===== src/rtl/hazard_ctrl_unit.sv =====
// Hazard control for the 5-stage RV32I pipeline: load-use stall sequencer, dmem-wait freeze, branch flush.
// Define HAZARD_PERF_CNT_EN to build the saturating stall/flush event counters.
module hazard_ctrl_unit #(
  parameter int REG_ADDR_W        = 5,
  parameter int LOAD_STALL_CYCLES = 1,
  parameter int CNT_W             = 32
) (
  input  logic                  i_clk,
  input  logic                  i_reset,
  input  logic [REG_ADDR_W-1:0] i_ex_rs1_addr,
  input  logic [REG_ADDR_W-1:0] i_ex_rs2_addr,
  input  logic                  i_ex_rs1_used,
  input  logic                  i_ex_rs2_used,
  input  logic                  i_ex_branch_taken,
  input  logic [REG_ADDR_W-1:0] i_mem_rd_addr,
  input  logic                  i_mem_is_load,
  input  logic                  i_mem_rd_wren,
  input  logic                  i_dmem_ready,
  output logic                  o_pc_stall,
  output logic                  o_if_id_stall,
  output logic                  o_id_ex_stall,
  output logic                  o_ex_mem_stall,
  output logic                  o_if_id_flush,
  output logic                  o_id_ex_flush,
  output logic                  o_ex_mem_flush,
  output logic                  o_lu_busy,
  output logic [CNT_W-1:0]      o_stall_cnt,
  output logic [CNT_W-1:0]      o_flush_cnt
);

  typedef enum logic {IDLE = 1'b0, LU_STALL = 1'b1} state_t;

  // The first stall cycle is issued from IDLE, so LU_STALL covers the remaining ones.
  localparam logic [3:0] LOAD_CNT = 4'(LOAD_STALL_CYCLES - 1);

  state_t     state_q, state_d;
  logic [3:0] cnt_q, cnt_d;
  logic       lu_hit;
  logic       mem_wait;
  logic       lu_stall_act;

  assign lu_hit = i_mem_rd_wren & i_mem_is_load & (i_mem_rd_addr != '0) &
                  ((i_ex_rs1_used & (i_ex_rs1_addr == i_mem_rd_addr)) |
                   (i_ex_rs2_used & (i_ex_rs2_addr == i_mem_rd_addr)));
  assign mem_wait     = ~i_dmem_ready;
  assign lu_stall_act = (state_q == LU_STALL) | lu_hit;

  always_ff @(posedge i_clk or negedge i_reset) begin
    if (!i_reset) begin
      state_q <= IDLE;
      cnt_q   <= '0;
    end else begin
      state_q <= state_d;
      cnt_q   <= cnt_d;
    end
  end

  always_comb begin
    state_d = state_q;
    cnt_d   = cnt_q;
    if (!mem_wait) begin
      case (state_q)
        IDLE: begin
          if (lu_hit && (LOAD_STALL_CYCLES > 1)) begin
            state_d = LU_STALL;
            cnt_d   = LOAD_CNT;
          end
        end
        LU_STALL: begin
          if (cnt_q <= 4'd1) begin
            state_d = IDLE;
            cnt_d   = '0;
          end else begin
            cnt_d = cnt_q - 4'd1;
          end
        end
        default: begin
          state_d = IDLE;
          cnt_d   = '0;
        end
      endcase
    end
  end

  // Priority: reset, then memory wait, then load-use stall, then branch flush.
  always_comb begin
    o_pc_stall     = 1'b0;
    o_if_id_stall  = 1'b0;
    o_id_ex_stall  = 1'b0;
    o_ex_mem_stall = 1'b0;
    o_if_id_flush  = 1'b0;
    o_id_ex_flush  = 1'b0;
    o_ex_mem_flush = 1'b0;
    o_lu_busy      = 1'b0;
    if (i_reset) begin
      o_lu_busy = (state_q == LU_STALL);
      if (mem_wait) begin
        o_pc_stall     = 1'b1;
        o_if_id_stall  = 1'b1;
        o_id_ex_stall  = 1'b1;
        o_ex_mem_stall = 1'b1;
      end else if (lu_stall_act) begin
        o_pc_stall     = 1'b1;
        o_if_id_stall  = 1'b1;
        o_id_ex_stall  = 1'b1;
        o_ex_mem_flush = 1'b1;
      end else if (i_ex_branch_taken) begin
        o_if_id_flush = 1'b1;
        o_id_ex_flush = 1'b1;
      end
    end
  end

`ifdef HAZARD_PERF_CNT_EN
  logic [CNT_W-1:0] stall_cnt_q, stall_cnt_d;
  logic [CNT_W-1:0] flush_cnt_q, flush_cnt_d;

  always_comb begin
    stall_cnt_d = stall_cnt_q;
    flush_cnt_d = flush_cnt_q;
    if (o_pc_stall && !(&stall_cnt_q))
      stall_cnt_d = stall_cnt_q + CNT_W'(1);
    if (o_if_id_flush && !(&flush_cnt_q))
      flush_cnt_d = flush_cnt_q + CNT_W'(1);
  end

  always_ff @(posedge i_clk or negedge i_reset) begin
    if (!i_reset) begin
      stall_cnt_q <= '0;
      flush_cnt_q <= '0;
    end else begin
      stall_cnt_q <= stall_cnt_d;
      flush_cnt_q <= flush_cnt_d;
    end
  end

  assign o_stall_cnt = stall_cnt_q;
  assign o_flush_cnt = flush_cnt_q;
`else
  assign o_stall_cnt = '0;
  assign o_flush_cnt = '0;
`endif

endmodule


===== config.mk =====
export PLATFORM = sky130hd
export DESIGN_NAME = hazard_ctrl_unit
export DESIGN_NICKNAME = d
export VERILOG_FILES = /design/src/rtl/hazard_ctrl_unit.sv
export SDC_FILE = /design/constraint.sdc
export NUM_CORES = 1
export LEC_CHECK = 0
export CORE_AREA = 2 2 57 59
export CTS_CLUSTER_SIZE = 8
export DETAILED_ROUTE_END_ITERATION = 8
export DIE_AREA = 0 0 59 61
export PLACE_DENSITY = 0.95
export SLEW_MARGIN = 40
export SYNTH_ARGS = -nofsm -noshare
export SYNTH_HDL_FRONTEND = slang
export SYNTH_SLANG_ARGS = --single-unit
export TNS_END_PERCENT = 20

===== constraint.sdc =====
create_clock -name i_clk -period 3.3 [get_ports i_clk]
set_clock_uncertainty 0.15 [all_clocks]
set_input_delay 0.66 -clock i_clk [delete_from_list [all_inputs] [get_ports i_clk]]
set_output_delay 0.66 -clock i_clk [all_outputs]
set_load 0.05 [all_outputs]

==> impl_metrics.env <==
export IMPL_routed_wl_mm=1.63
export IMPL_crit_path_start_kind="primary input"
export IMPL_multi_input_area_um2=537
export IMPL_status="completed"
export IMPL_die_area_um2=3600
export IMPL_p_sw_share_pct=59.2
export IMPL_pin_count=95
export IMPL_clock_fmax_mhz=311
export IMPL_p_sw_uw=218
export IMPL_placed_area_um2=1040
export IMPL_slew_violations=0
export IMPL_clk_pin_slew_ns=0.04
export IMPL_critPathMaxStageDelay_ns=0.43
export IMPL_synth_edf_count=0
export IMPL_cts_tree="yes"
export IMPL_fp_dieW_um=59
export IMPL_ys_flop_type="dfrtp_1"
export IMPL_peakVddDrop_v=0.0000917
export IMPL_crit_path_max_fanout=3
export IMPL_synth_avg_cell_area_um2=8.02
export IMPL_rows=20
export IMPL_syn_inst=116
export IMPL_setup_ws_ns=0.0806
export IMPL_ys_async_sr_fraction_pct=100
export IMPL_ys_ff_latch=5
export IMPL_r2r_setup_slack_ns=1.76
export IMPL_maxCapViolations=0
export IMPL_yosysSeqAreaShare_pct=13.4
export IMPL_core_um2=2950
export IMPL_hpwlAfterDp_mm=1.47
export IMPL_syn2layout_area_growth_pct=14.9
export IMPL_grt_pass1_vias=500
export IMPL_drive_gt1_share_pct=10.7
export IMPL_clockBufferDepth=2
export IMPL_grt_antenna_before_repair=0
export IMPL_post_cts_buffers=0
export IMPL_timing_final_crit_share_pct=97.6
export IMPL_leakage_nw=0.560
export IMPL_setup_tns_ns=0
export IMPL_drt_iter0_markers=8
export IMPL_pwr_share_clk_pct=19.4
export IMPL_drc=0
export IMPL_grtUsageTotal_pct=8.01
export IMPL_seq_area_um2=125
export IMPL_n_fill_cell=304
export IMPL_cts_num_sinks=5
export IMPL_final_util_pct=36.2
export IMPL_via_per_inst=3.66
export IMPL_min_delay_path_class="register to register"
export IMPL_worstSkewPairLatency_ns=0.24
export IMPL_rsz0062_at_grt="false"
export IMPL_ys_types=26
export IMPL_path_cells="clkdlybuf4s50_1, or3_1, o311a_1, a311o_2, buf_4"
export IMPL_power_density_nw_per_um2=345
export IMPL_crit_arrival_ns=2.41
export IMPL_nNetsFinal=175
export IMPL_layout_commonest_cell="conb_1"
export IMPL_grt_pass1_wl_mm=2.04
export IMPL_synth_area_um2=931
export IMPL_p_int_uw=150
export IMPL_comb_power_share_pct=63.9
export IMPL_dr_pass1_iters=4
export IMPL_p_seq_share_pct=16.7
export IMPL_cts_root_buf="clkbuf_4"
export IMPL_worstPathRequired_ns=2.49
export IMPL_finalSetupViolCount=0
export IMPL_cp_slowest_cell="a311o_2"
export IMPL_fin_area_um2=1070
export IMPL_floorplan_initialDensity_pct=31.5
export IMPL_grt_overflow=0
export IMPL_finalHoldViolCount=0
export IMPL_routedWlPerCell_um=8.97
export IMPL_drtAntennaViolNets=0
export IMPL_vias=666
export IMPL_port_buffers=30
export IMPL_antenna_cells=0
export IMPL_numCtsBuffers=3
export IMPL_mostFrequentLayoutCells="conb_1 (64), clkdlybuf4s50_1 (20), xnor2_1 (10)"
export IMPL_crit_path_end_kind="output port"
export IMPL_dp_slack_ns=0.0150
export IMPL_grt_max_degree=8
export IMPL_critPathKind="primary input to output port"
export IMPL_fin_crit_ns=3.22
export IMPL_htree_levels=1
export IMPL_die_height_um=61
export IMPL_gp_congestion=0.799
export IMPL_yosys_warnings=0
[area by class of cell]
type,instances,area share (%)
repair buffers,33,31.1
flip-flops and latches,5,11.7
inverters,2,0.702
clock buffers,4,2.46
multi-input cells,105,50.2
well taps,33,3.86
[registers in the layout (all words and copies together) (netlist names)]
name,count
cnt_q,4
state_q,1
[worst max-delay path, delay by kind of cell]
family / cells / cell delay (ns)
compound gates: 2 / 0.77
simple gates: 1 / 0.37
buf+inv: 2 / 0.62
[per-stage QoR]
step                      cells  hold slack (ns)  power (mW)
after CTS                   182            0.356       0.372
after floorplan             179            0.214       0.313
after detailed placement    178            0.347       0.298
final                       182            0.349       0.369
after global placement      178            0.332       0.296
after global routing        182            0.378       0.384
[cell families (layout without fill, tap and decap cells)]
family	count (synthesis)	count (layout)	synth area share, %
buf+inv	69	39	54.8
simple gates	19	19	10.6
compound gates	10	10	8.60
xor+xnor	10	10	9.41
flops	5	5	13.4
fa+ha+maj	2	2	2.69
other cells	1	64	0.403
[routing by layer]
layer | wire [um] | share of wire (%) | global-route usage [%] | vias to the layer above
met5 | 0 | 0 | 0 | -
met4 | 27 | 1.7 | 5.84 | 0
met3 | 286 | 18 | 3.84 | 4
met2 | 805 | 49 | 14.4 | 60
met1 | 512 | 31 | 6.91 | 288
li1 | - | - | - | 314
[path summary, 6_finish.rpt]
kind,cells after the start,end,startpoint
max,5,o_pc_stall,i_mem_rd_addr[0]
min,2,cnt_q[1],cnt_q[1]
max reg2reg,6,cnt_q[3],cnt_q[0]
min reg2reg,2,cnt_q[1],cnt_q[1]
max in group asynchronous,2,cnt_q[2],i_reset
min in group asynchronous,2,cnt_q[1],i_reset
[power by group through the flow]
stage | clock network (mW) | logic (mW) | registers, mW
3_3_place_gp | 0 | 0.234 | 0.0624
6_report | 0.0715 | 0.236 | 0.0615
5_1_grt | 0.0777 | 0.245 | 0.0614
4_1_cts | 0.0751 | 0.235 | 0.0615
3_5_place_dp | 0 | 0.235 | 0.0624
2_1_floorplan | 0 | 0.250 | 0.0624
[cell usage after synthesis, types with 2 or more instances]
master	count	area share [%]
ha_1	2	2.7
buf_4	67	54
a21o_1	2	1.6
dfrtp_1	5	13
nor3_1	3	1.6
nand4_1	2	1.3
nand3_1	2	1.1
inv_1	2	0.81
nand2_1	5	2.0
xnor2_1	10	9.4
[timing repair]
item,4_1_cts,5_1_grt
resized for setup,0,2
hold buffers,0,0
endpoints found under the setup margin,0,4
No activity file was read; power rests on OpenSTA's default activity.
